[config.mk]
export PLATFORM = sky130hd
export DESIGN_NAME = dram_arbiter_flat
export DESIGN_NICKNAME = d
export VERILOG_FILES = /design/src/rtl/dram_arbiter_if.sv /design/src/rtl/dram_arbiter.sv /design/src/flat_wrapper.sv
export SDC_FILE = /design/constraint.sdc
export NUM_CORES = 1
export LEC_CHECK = 0
export ABC_CLOCK_PERIOD_IN_PS = 2500
export BUFFER_PORTS_ARGS = -buffer_cell sky130_fd_sc_hd__clkbuf_2
export CORE_ASPECT_RATIO = 1.1
export CORE_MARGIN = 2
export CORE_UTILIZATION = 42
export CTS_CLUSTER_DIAMETER = 30
export DETAILED_ROUTE_END_ITERATION = 12
export GPL_TIMING_DRIVEN = 0
export HOLD_SLACK_MARGIN = 0.12
export PLACE_DENSITY = 0.9
export SLEW_MARGIN = 10
export SYNTH_ARGS = -nofsm -noshare
export SYNTH_HDL_FRONTEND = slang
export SYNTH_SLANG_ARGS = --single-unit
[constraint.sdc]
create_clock -name i_clk -period 2.5 [get_ports i_clk]
set_clock_uncertainty 0.05 [all_clocks]
set_input_delay 0 -clock i_clk [delete_from_list [all_inputs] [get_ports i_clk]]
set_output_delay 0 -clock i_clk [all_outputs]
set_load 0.03 [all_outputs]
[src/rtl/dram_arbiter_if.sv]
// Core-array / shared-RAM bundle for dram_arbiter; the arbiter connects through the slave modport.
interface dram_arbiter_if #(
    parameter int NUM_CORES = 4,
    parameter int ADDR_W    = 16,
    parameter int DATA_W    = 8
);
    logic [NUM_CORES-1:0]        i_req_rd;
    logic [NUM_CORES-1:0]        i_req_wr;
    logic [ADDR_W*NUM_CORES-1:0] i_addr;
    logic [DATA_W*NUM_CORES-1:0] i_wdata;
    logic [NUM_CORES-1:0]        o_ack;
    logic [DATA_W-1:0]           o_rdata;
    logic [ADDR_W-1:0]           o_dram_addr;
    logic                        o_dram_read;
    logic                        o_dram_write;
    logic [DATA_W-1:0]           o_dram_out;
    logic [DATA_W-1:0]           i_dram_in;
    logic                        o_busy;
    logic [7:0]                  o_grant_id;
    logic [16*NUM_CORES-1:0]     o_stat_grants;

    modport slave (
        input  i_req_rd, i_req_wr, i_addr, i_wdata, i_dram_in,
        output o_ack, o_rdata, o_dram_addr, o_dram_read, o_dram_write,
        output o_dram_out, o_busy, o_grant_id, o_stat_grants
    );

    modport master (
        output i_req_rd, i_req_wr, i_addr, i_wdata, i_dram_in,
        input  o_ack, o_rdata, o_dram_addr, o_dram_read, o_dram_write,
        input  o_dram_out, o_busy, o_grant_id, o_stat_grants
    );
endinterface

[src/rtl/dram_arbiter.sv]
// Round-robin arbiter serialising per-core DRAM reads/writes onto one memory port.
// Optional per-core grant counters are enabled with the DRAM_ARB_STATS_EN macro.
module dram_arbiter #(
    parameter int NUM_CORES   = 4,
    parameter int ADDR_W      = 16,
    parameter int DATA_W      = 8,
    parameter int MEM_LATENCY = 1
) (
    input  logic           i_clk,
    input  logic           i_rst_n,
    dram_arbiter_if.slave  bus
);
    localparam int IDX_W = $clog2(NUM_CORES);

    typedef enum logic [1:0] {
        IDLE  = 2'd0,
        ISSUE = 2'd1,
        WAIT  = 2'd2,
        RESP  = 2'd3
    } state_t;

    state_t               state_r, state_nx_s;
    logic [IDX_W-1:0]     rr_ptr_r, rr_ptr_nx_s;
    logic [IDX_W-1:0]     id_r, id_nx_s;
    logic [3:0]           cnt_r, cnt_nx_s;
    logic [ADDR_W-1:0]    addr_r, addr_nx_s;
    logic [DATA_W-1:0]    wdata_r, wdata_nx_s;
    logic                 op_wr_r, op_wr_nx_s;
    logic [DATA_W-1:0]    rdata_r, rdata_nx_s;
    logic [NUM_CORES-1:0] ack_r, ack_nx_s;
    logic                 rd_r, rd_nx_s;
    logic                 wr_r, wr_nx_s;
    logic                 busy_r;
    logic [7:0]           grant_r, grant_nx_s;
    logic [NUM_CORES-1:0] req_s;
    logic                 found_s;
    logic [IDX_W-1:0]     pick_s;
    logic [IDX_W:0]       sum_s;
    logic [IDX_W:0]       idx_s;

    assign req_s = bus.i_req_rd | bus.i_req_wr;

    // Round-robin scan starting at rr_ptr; the first requester found wins.
    always_comb begin
        found_s = 1'b0;
        pick_s  = rr_ptr_r;
        sum_s   = '0;
        idx_s   = '0;
        for (int i = 0; i < NUM_CORES; i++) begin
            sum_s   = {1'b0, rr_ptr_r} + (IDX_W+1)'(i);
            idx_s   = (sum_s >= (IDX_W+1)'(NUM_CORES)) ? sum_s - (IDX_W+1)'(NUM_CORES) : sum_s;
            pick_s  = (!found_s && req_s[idx_s[IDX_W-1:0]]) ? idx_s[IDX_W-1:0] : pick_s;
            found_s = found_s | req_s[idx_s[IDX_W-1:0]];
        end
    end

    // FSM next state plus next values of every registered output.
    always_comb begin
        state_nx_s  = state_r;
        rr_ptr_nx_s = rr_ptr_r;
        id_nx_s     = id_r;
        cnt_nx_s    = cnt_r;
        addr_nx_s   = addr_r;
        wdata_nx_s  = wdata_r;
        op_wr_nx_s  = op_wr_r;
        rdata_nx_s  = rdata_r;
        grant_nx_s  = grant_r;
        ack_nx_s    = '0;
        rd_nx_s     = 1'b0;
        wr_nx_s     = 1'b0;
        case (state_r)
            IDLE: begin
                if (found_s) begin
                    state_nx_s = ISSUE;
                    id_nx_s    = pick_s;
                    addr_nx_s  = bus.i_addr[pick_s*ADDR_W +: ADDR_W];
                    wdata_nx_s = bus.i_wdata[pick_s*DATA_W +: DATA_W];
                    op_wr_nx_s = bus.i_req_wr[pick_s];
                    grant_nx_s = 8'(pick_s);
                    wr_nx_s    = bus.i_req_wr[pick_s];
                    rd_nx_s    = ~bus.i_req_wr[pick_s];
                end else begin
                    state_nx_s = IDLE;
                end
            end
            ISSUE: begin
                cnt_nx_s   = 4'(MEM_LATENCY - 1);
                state_nx_s = WAIT;
            end
            WAIT: begin
                if (cnt_r == 4'd0) begin
                    if (!op_wr_r) begin
                        rdata_nx_s = bus.i_dram_in;
                    end else begin
                        rdata_nx_s = rdata_r;
                    end
                    ack_nx_s   = {{(NUM_CORES-1){1'b0}}, 1'b1} << id_r;
                    state_nx_s = RESP;
                end else begin
                    cnt_nx_s = cnt_r - 4'd1;
                end
            end
            RESP: begin
                if (id_r == IDX_W'(NUM_CORES - 1)) begin
                    rr_ptr_nx_s = '0;
                end else begin
                    rr_ptr_nx_s = id_r + IDX_W'(1);
                end
                state_nx_s = IDLE;
            end
            default: begin
                state_nx_s = IDLE;
            end
        endcase
    end

    // State and output registers; reset drops any in-flight transfer.
    always_ff @(posedge i_clk or negedge i_rst_n) begin
        if (!i_rst_n) begin
            state_r  <= IDLE;
            rr_ptr_r <= '0;
            id_r     <= '0;
            cnt_r    <= 4'd0;
            addr_r   <= '0;
            wdata_r  <= '0;
            op_wr_r  <= 1'b0;
            rdata_r  <= '0;
            ack_r    <= '0;
            rd_r     <= 1'b0;
            wr_r     <= 1'b0;
            busy_r   <= 1'b0;
            grant_r  <= 8'd0;
        end else begin
            state_r  <= state_nx_s;
            rr_ptr_r <= rr_ptr_nx_s;
            id_r     <= id_nx_s;
            cnt_r    <= cnt_nx_s;
            addr_r   <= addr_nx_s;
            wdata_r  <= wdata_nx_s;
            op_wr_r  <= op_wr_nx_s;
            rdata_r  <= rdata_nx_s;
            ack_r    <= ack_nx_s;
            rd_r     <= rd_nx_s;
            wr_r     <= wr_nx_s;
            busy_r   <= (state_nx_s != IDLE);
            grant_r  <= grant_nx_s;
        end
    end

    assign bus.o_ack        = ack_r;
    assign bus.o_rdata      = rdata_r;
    assign bus.o_dram_addr  = addr_r;
    assign bus.o_dram_read  = rd_r;
    assign bus.o_dram_write = wr_r;
    assign bus.o_dram_out   = wdata_r;
    assign bus.o_busy       = busy_r;
    assign bus.o_grant_id   = grant_r;

`ifdef DRAM_ARB_STATS_EN
    logic [15:0] stat_r [NUM_CORES];

    for (genvar k = 0; k < NUM_CORES; k++) begin : g_stat
        // Saturating count of IDLE->ISSUE grants to core k.
        always_ff @(posedge i_clk or negedge i_rst_n) begin
            if (!i_rst_n) begin
                stat_r[k] <= 16'd0;
            end else if (state_r == IDLE && found_s && pick_s == IDX_W'(k) && stat_r[k] != 16'hFFFF) begin
                stat_r[k] <= stat_r[k] + 16'd1;
            end else begin
                stat_r[k] <= stat_r[k];
            end
        end
        assign bus.o_stat_grants[k*16 +: 16] = stat_r[k];
    end
`else
    assign bus.o_stat_grants = '0;
`endif
endmodule
[src/flat_wrapper.sv]
// flat-port wrapper written by rule: the top's interface ports become plain ports
module dram_arbiter_flat 
#(
    parameter int NUM_CORES   = 4,
    parameter int ADDR_W      = 16,
    parameter int DATA_W      = 8,
    parameter int MEM_LATENCY = 1
)
  (i_clk, i_rst_n, bus_i_req_rd, bus_i_req_wr, bus_i_addr, bus_i_wdata, bus_i_dram_in, bus_o_ack, bus_o_rdata, bus_o_dram_addr, bus_o_dram_read, bus_o_dram_write, bus_o_dram_out, bus_o_busy, bus_o_grant_id, bus_o_stat_grants);
  dram_arbiter_if #(.NUM_CORES(NUM_CORES), .ADDR_W(ADDR_W), .DATA_W(DATA_W)) bus_i ();
  input  logic i_clk;
  input  logic i_rst_n;
  input wire logic [$bits(bus_i.i_req_rd)-1:0] bus_i_req_rd;
  input wire logic [$bits(bus_i.i_req_wr)-1:0] bus_i_req_wr;
  input wire logic [$bits(bus_i.i_addr)-1:0] bus_i_addr;
  input wire logic [$bits(bus_i.i_wdata)-1:0] bus_i_wdata;
  input wire logic [$bits(bus_i.i_dram_in)-1:0] bus_i_dram_in;
  output wire logic [$bits(bus_i.o_ack)-1:0] bus_o_ack;
  output wire logic [$bits(bus_i.o_rdata)-1:0] bus_o_rdata;
  output wire logic [$bits(bus_i.o_dram_addr)-1:0] bus_o_dram_addr;
  output wire logic [$bits(bus_i.o_dram_read)-1:0] bus_o_dram_read;
  output wire logic [$bits(bus_i.o_dram_write)-1:0] bus_o_dram_write;
  output wire logic [$bits(bus_i.o_dram_out)-1:0] bus_o_dram_out;
  output wire logic [$bits(bus_i.o_busy)-1:0] bus_o_busy;
  output wire logic [$bits(bus_i.o_grant_id)-1:0] bus_o_grant_id;
  output wire logic [$bits(bus_i.o_stat_grants)-1:0] bus_o_stat_grants;
  assign bus_i.i_req_rd = bus_i_req_rd;
  assign bus_i.i_req_wr = bus_i_req_wr;
  assign bus_i.i_addr = bus_i_addr;
  assign bus_i.i_wdata = bus_i_wdata;
  assign bus_i.i_dram_in = bus_i_dram_in;
  assign bus_o_ack = bus_i.o_ack;
  assign bus_o_rdata = bus_i.o_rdata;
  assign bus_o_dram_addr = bus_i.o_dram_addr;
  assign bus_o_dram_read = bus_i.o_dram_read;
  assign bus_o_dram_write = bus_i.o_dram_write;
  assign bus_o_dram_out = bus_i.o_dram_out;
  assign bus_o_busy = bus_i.o_busy;
  assign bus_o_grant_id = bus_i.o_grant_id;
  assign bus_o_stat_grants = bus_i.o_stat_grants;
  dram_arbiter #(.NUM_CORES(NUM_CORES), .ADDR_W(ADDR_W), .DATA_W(DATA_W), .MEM_LATENCY(MEM_LATENCY)) u_core (.i_clk(i_clk), .i_rst_n(i_rst_n), .bus(bus_i));
endmodule
# Yosys cells after proc, flatten, opt, wreduce, memory -nomap -nowiden
# Index checks and enable logic that the tools add are counted.
word_totals:
  register_bits: 50
  input_bits: 114
  out_inout_bits: 111
  word_cells: 87
classes:
  n_addsub: 9
  n_lt_le_gt_ge: 9
  n_eq_ne: 5
  n_shift: 3
  muxes: 30
  n_bitwise: 6
  n_reduce_logical: 13
ops:
  columns: ["operator", "count"]
  rows:
  - ["indexed part select 64 x 7 -> 16 bit", 1]
  - ["indexed part select 32 x 6 -> 8 bit", 1]
  - ["two-way mux 2 bit", 10]
  - ["less-than comparator 2 x 3 -> 1 bit (second input constant)", 5]
  - ["two-way mux 4 bit", 3]
  - ["binary-select mux 1 bit (select 2 bit)", 5]
  - ["two-way mux 1 bit", 10]
  - ["greater-or-equal comparator 3 bit (second input constant)", 3]
  - ["case mux 2 bit (4 select lines)", 1]
  - ["case mux 4 bit (2 select lines)", 1]
  - ["subtractor 2 x 1 -> 2 bit (second input constant)", 4]
  - ["adder 2 x 2 -> 3 bit (second input constant)", 2]
  - ["equality test 2 bit (second input constant)", 3]
  - ["zero test 4 bit", 1]
  - ["bitwise OR 4 bit", 1]
  - ["AND reduction 2 bit", 2]
  - ["nonzero test 2 bit", 2]
  - ["left shift 1 x 2 -> 4 bit (first input constant)", 1]
  - ["subtractor 4 x 1 -> 4 bit (second input constant)", 1]
  - ["adder 2 x 1 -> 3 bit (second input constant)", 1]
  - ["greater-or-equal comparator 2 x 3 -> 1 bit (second input constant)", 1]
  - ["logical AND 1 bit", 3]
  - ["zero test 1 bit", 3]
  - ["bitwise OR 1 bit", 3]
  - ["other kinds (6)", 7]

# Logic depth before layout (Yosys ltp)
depth:
  word_depth: 15
  depth_mapped: 8
  mapped_depth_nobuf: 7

# Least setup slack after synthesis
# Ideal clock, no wire load.
synth_path:
  kind: "register -> register"
  startpoint: "reg u_core.rr_ptr_r[1]"
  endpoint: "reg u_core.addr_r[13] (netlist: u_core.bus.o_dram_addr[13])"
  setup_time_ns: 0.138
  arrival_time_ns: 1.630
  required_ns: 2.312
  slack_ns: 0.682
  stages_incl_launch_ff: 9
  path_buffers: 3
  period_less_slack_ns: 1.818
  cell_sequence: "dfrtp_1 -> clkbuf_1 -> a2bb2oi_1 -> o22ai_1 -> nand2_1 -> buf_4 -> buf_6 -> mux2i_1 -> o221ai_1"
synth_via:
  elab_chain_len: 11
  word_cells_on_any_way: 38
  cone_classes: "add/sub (7); order compare (4); shift (1); mux (16); bitwise (3); reduce/logical (7)"
synth_lines:
  columns: ["item", "line_no", "rtl"]
  rows:
  - ["from (decl)", "dram_arbiter.sv:23", "logic [IDX_W-1:0] rr_ptr_r, rr_ptr_nx_s;"]
  - ["from (signal assigned)", "dram_arbiter.sv:135", "rr_ptr_r <= rr_ptr_nx_s;"]
  - ["adder 2 x 1 -> 3 bit", "dram_arbiter.sv:50", "sum_s = {1'b0, rr_ptr_r} + (IDX_W+1)'(i);"]
  - ["greater-or-equal comparator 3 bit / subtractor 2 x 1 -> 2 bit (equally long branches)", "dram_arbiter.sv:51", "idx_s = (sum_s >= (IDX_W+1)'(NUM_CORES)) ? sum_s - (IDX_W+1)'(NUM_CORES) : sum_s;"]
  - ["two-way mux 2 bit", "dram_arbiter.sv:51", null]
  - ["binary-select mux 1 bit (select 2 bit)", "dram_arbiter.sv:52, dram_arbiter.sv:53", null]
  - ["two-way mux 1 bit (not written as such)", "dram_arbiter.sv:52, dram_arbiter.sv:53", null]
  - ["bitwise OR 1 bit", "dram_arbiter.sv:53", "found_s = found_s | req_s[idx_s[IDX_W-1:0]];"]
  - ["zero test 1 bit / bitwise OR 1 bit (equally long branches)", "dram_arbiter.sv:52, dram_arbiter.sv:53", null]
  - ["logical AND 1 bit / zero test 1 bit (equally long branches)", "dram_arbiter.sv:52", "pick_s = (!found_s && req_s[idx_s[IDX_W-1:0]]) ? idx_s[IDX_W-1:0] : pick_s;"]
  - ["two-way mux 2 bit / logical AND 1 bit (equally long branches)", "dram_arbiter.sv:52", null]
  - ["two-way mux 2 bit", "dram_arbiter.sv:52", null]
  - ["indexed part select 64 x 7 -> 16 bit", "dram_arbiter.sv:76", "addr_nx_s = bus.i_addr[pick_s*ADDR_W +: ADDR_W];"]
  - ["to (signal assigned)", "dram_arbiter.sv:138", "addr_r <= addr_nx_s;"]
  - ["to (decl)", "dram_arbiter.sv:26", "logic [ADDR_W-1:0] addr_r, addr_nx_s;"]
# Parallel ways exist; a longest one is shown, timed or not. The select of a mux whose other input is x is not followed.
# A chain may end at the register's enable or synchronous reset.

# Final worst setup path
layout_path:
  startpoint: "in bus_i_req_rd[3]"
  endpoint: "reg u_core.addr_r[1] (netlist: u_core.bus.o_dram_addr[1])"
layout_via:
  elab_chain_len: 9
  word_cells_on_any_way: 24
  cone_classes: "shift (1); mux (12); bitwise (4); reduce/logical (7)"
layout_lines:
  columns: ["item", "line_no", "rtl"]
  rows:
  - ["from (decl)", "flat_wrapper.sv:13", "input wire logic [$bits(bus_i.i_req_rd)-1:0] bus_i_req_rd;"]
  - ["bitwise OR 4 bit (*)", "dram_arbiter.sv:41", "assign req_s = bus.i_req_rd | bus.i_req_wr;"]
  - ["binary-select mux 1 bit (select 2 bit)", "dram_arbiter.sv:52, dram_arbiter.sv:53", null]
  - ["two-way mux 1 bit (not written as such)", "dram_arbiter.sv:52, dram_arbiter.sv:53", null]
  - ["zero test 1 bit / bitwise OR 1 bit (equally long branches)", "dram_arbiter.sv:52, dram_arbiter.sv:53", null]
  - ["logical AND 1 bit, or another cell as far along", "dram_arbiter.sv:52", null]
  - ["two-way mux 2 bit, or another cell as far along", "dram_arbiter.sv:52", null]
  - ["two-way mux 2 bit / logical AND 1 bit (equally long branches)", "dram_arbiter.sv:52", null]
  - ["two-way mux 2 bit", "dram_arbiter.sv:52", null]
  - ["indexed part select 64 x 7 -> 16 bit", "dram_arbiter.sv:76", null]
# Mark *: on every way between the ends. The rest lies on a longest branch, timed or not. The select of a mux whose other input is x is not followed.

==> flow_metrics.tcl <==
set metrics [dict create \
    synth_area_leaders "dfrtp_1, buf_4, mux2i_1, o221ai_1, ha_1" \
    worstPathCellList "dlygate4sd3_1 -> clkbuf_2 -> or4_1 -> o21ai_1 -> nand2_1 -> buf_6 -> mux2i_1 -> dlygate4sd3_1 -> o221ai_1" \
    die_h_um 97.2 \
    synth_cells 328 \
    dieArea_um2 8620 \
    vias_per_cell 4.99 \
    ios 225 \
    multi_input_area_um2 1700 \
    synthDistinctLibCells 37 \
    htree_levels 2 \
    use_met1_pct 33.8 \
    wl_per_cell_um 17.5 \
    regArea_um2 1250 \
    slowest_delay_ns 0.57 \
    hold_depth 4 \
    cts_buffers 5 \
    layout-area-overhead-vs-synth_pct 70.5 \
    fin_cells 770 \
    clock_sinks 50 \
    drive_gt1_share_pct 39.1 \
    grt_pass1_vias 4173 \
    nNetsFinal 788 \
    drv_cap 0 \
    gp_congestion 0.856 \
    powerDensity_nw_per_um2 922 \
    critPathLaunchType "primary input" \
    grt_overflow 0 \
    synth_top_area_share_pct 37.8 \
    grt_usage_pct 31.6 \
    drv_slew 0 \
    rsz0062_at_grt "no" \
    final_util_pct 74.8 \
    yosys.cell_count.top_type "buf_4" \
    yosysSeqAreaShare_pct 37.8 \
    tightest_slew_ns 0.628 \
    clk_path_buf_depth 2 \
    n_antenna_cell 0 \
    dpl.cell_count 656 \
    clockRootBuffer "clkbuf_8" \
    routed_wirelength_um 13500 \
    clock_latency_ns 0.30 \
    final_antenna_net_count 0 \
    drc_errors 0 \
    grt_pass1_wl_um 20900 \
    grt_max_degree 51 \
    hold_start "bus_i_req_wr[3]" \
    antenna_found_initial 0 \
    setup-violations-final 0 \
    finalCritPeriodShare_pct 93.8 \
    r2r-end "u_core.bus.o_dram_addr[1]" \
    min_to "u_core.bus.o_dram_read" \
    ys_ff_latch 50 \
    synth_common_cells "buf_4, dfrtp_1, mux2i_1" \
    clk_pin_slew_ns 0.09 \
    die_x_um 88.7 \
    initial_utilization_pct 43.9 \
    use_met2_pct 52.0 \
    period_needed_ns 2.34 \
    slew_headroom_pct 57.9 \
    dpl.hpwl_um 7410 \
    critPathKind "primary input to flop" \
    cp.required_ns 2.62 \
    finalHoldViolCount 0 \
    num_vias 3846 \
    yosysTopAreaCell "dfrtp_1" \
    async_reset_ff_share_pct 100 \
    n_fill_cell 496 \
    r2r_slack_ns 0.16 \
    drt-pass1-iter-count 4 \
    first_iter_violations 170 \
    use_met3_pct 8.84 \
    endpoint_kind "flop" \
    tritoncts "yes" \
    avgSynthCellArea_um2 10.1 \
    slowest_stage "dlygate4sd3_1" \
    p_leak_nw 3.09 \
    io_buffer_count 154 \
    status "complete, no violations" \
    reg2regPathDepth 7 \
    syn_area_um2 3310 \
    path_common_cell "dlygate4sd3_1" \
    crit_arrival_ns 2.47 \
    top_usage_layer "met2" \
    synth_warnings 0 \
    synth_edf_count 0 \
    rows 33 \
    max_freq_mhz 427 \
    cts_setup_buffers 0 \
    rr_startpoint "u_core.rr_ptr_r[0]" \
    core-area_um2 7560 \
    synth_ff_type "dfrtp_1" \
    peakVddDrop_v 0.000553 \
    setup_tns_ns 0 \
    min_path_type "primary input to flop" \
    path_max_fanout 10 \
]
==> worst max path at each step <==
stage	slack, ns	end	start
after floorplan	0.68	u_core.bus.o_dram_addr[13]	u_core.rr_ptr_r[1]
after global placement	0.38	u_core.bus.o_dram_addr[13]	u_core.rr_ptr_r[1]
after detailed placement	0.30	u_core.bus.o_dram_addr[13]	u_core.rr_ptr_r[1]
after CTS	0.03	u_core.bus.o_dram_addr[1]	u_core.rr_ptr_r[1]
after global routing	0.02	u_core.bus.o_dram_addr[1]	u_core.rr_ptr_r[0]
final	0.16	u_core.bus.o_dram_addr[1]	bus_i_req_rd[3]
==> placed cells by master, fill, tap and decap left out, types with 3 or more instances in the layout <==
master,instances
clkbuf_2,153
dlygate4sd3_1,107
buf_4,71
conb_1,70
dfrtp_1,50
mux2i_1,48
nand2_1,33
o221ai_1,25
mux2_2,11
buf_2,10
ha_1,10
nor2_1,9
o21ai_0,9
inv_1,7
clkbuf_8,6
and2_1,4
clkbuf_1,4
a21oi_1,4
nand2b_1,3
nor2b_1,3
o22ai_1,3
==> routing by layer <==
| metal | part of all wire (%) | routed length, um | vias to the layer above |
|---|---|---|---|
| met5 | 0 | 0 | - |
| met4 | 7.1 | 952 | 0 |
| met3 | 9.6 | 1290 | 79 |
| met2 | 50 | 6690 | 301 |
| met1 | 34 | 4530 | 1773 |
| li1 | - | - | 1693 |
==> sequential cells by signal (all words and copies together), names as in the netlist <==
register	count
u_core.op_wr_r	1
u_core.bus.o_dram_read	1
u_core.bus.o_busy	1
u_core.rr_ptr_r	2
u_core.bus.o_ack	4
u_core.state_r	2
u_core.bus.o_dram_out	8
u_core.bus.o_dram_addr	16
u_core.bus.o_dram_write	1
u_core.id_r	2
u_core.cnt_r	4
u_core.bus.o_rdata	8
==> what timing repair did <==
action | 4_1_cts | 5_1_grt
setup endpoints to repair | 0 | 1
hold buffers | 107 | 0
endpoints found under the hold margin | 83 | 0
gates resized for setup | 0 | 3
==> worst max-delay path, delay by kind of cell <==
kind	cells	cell delay [ns]
AOI/OAI and AO/OA	2	0.26
buffers and inverters	4	1.41
muxes	1	0.15
and+or+nand+nor	2	0.64
==> logic make-up after synthesis <==
logic type | synth area share, %
AND/OR/NAND/NOR | 9.51
buffers and inverters | 19.2
other | 0.113
AO/OA/AOI/OAI | 11.4
flip-flops | 37.8
multiplexers | 18.2
adder cells (fa/ha/maj) | 3.78
==> layout make-up <==
class,count,area share (%)
clock inverter,1,0.0886
sequential,50,22.1
clock buffer,7,1.53
buffer,85,10.8
timing repair buffer,261,32.6
inverter,7,0.465
tap,105,2.32
multi-input combinational,254,30.0
==> per-stage QoR <==
| stage | setup WS (ns) | power, mW | instance area (um^2) | hold WS [ns] |
|---|---|---|---|---|
| finish | 0.156 | 5.21 | 5650 | 0.165 |
| global route | 0.0237 | 5.52 | 5650 | 0.176 |
| CTS | 0.0302 | 5.10 | 5640 | 0.154 |
| detailed placement | 0.301 | 4.47 | 4480 | 0.190 |
| global placement | 0.377 | 4.37 | 4480 | 0.186 |
| floorplan | 0.682 | 3.61 | 3570 | -0.346 |
==> power by group <==
| group | switching (mW) | internal (mW) |
|---|---|---|
| combinational | 2.02 | 1.25 |
| sequential | 0.276 | 1.18 |
| clock | 0.265 | 0.224 |
Power figures use the tool's default switching activity.
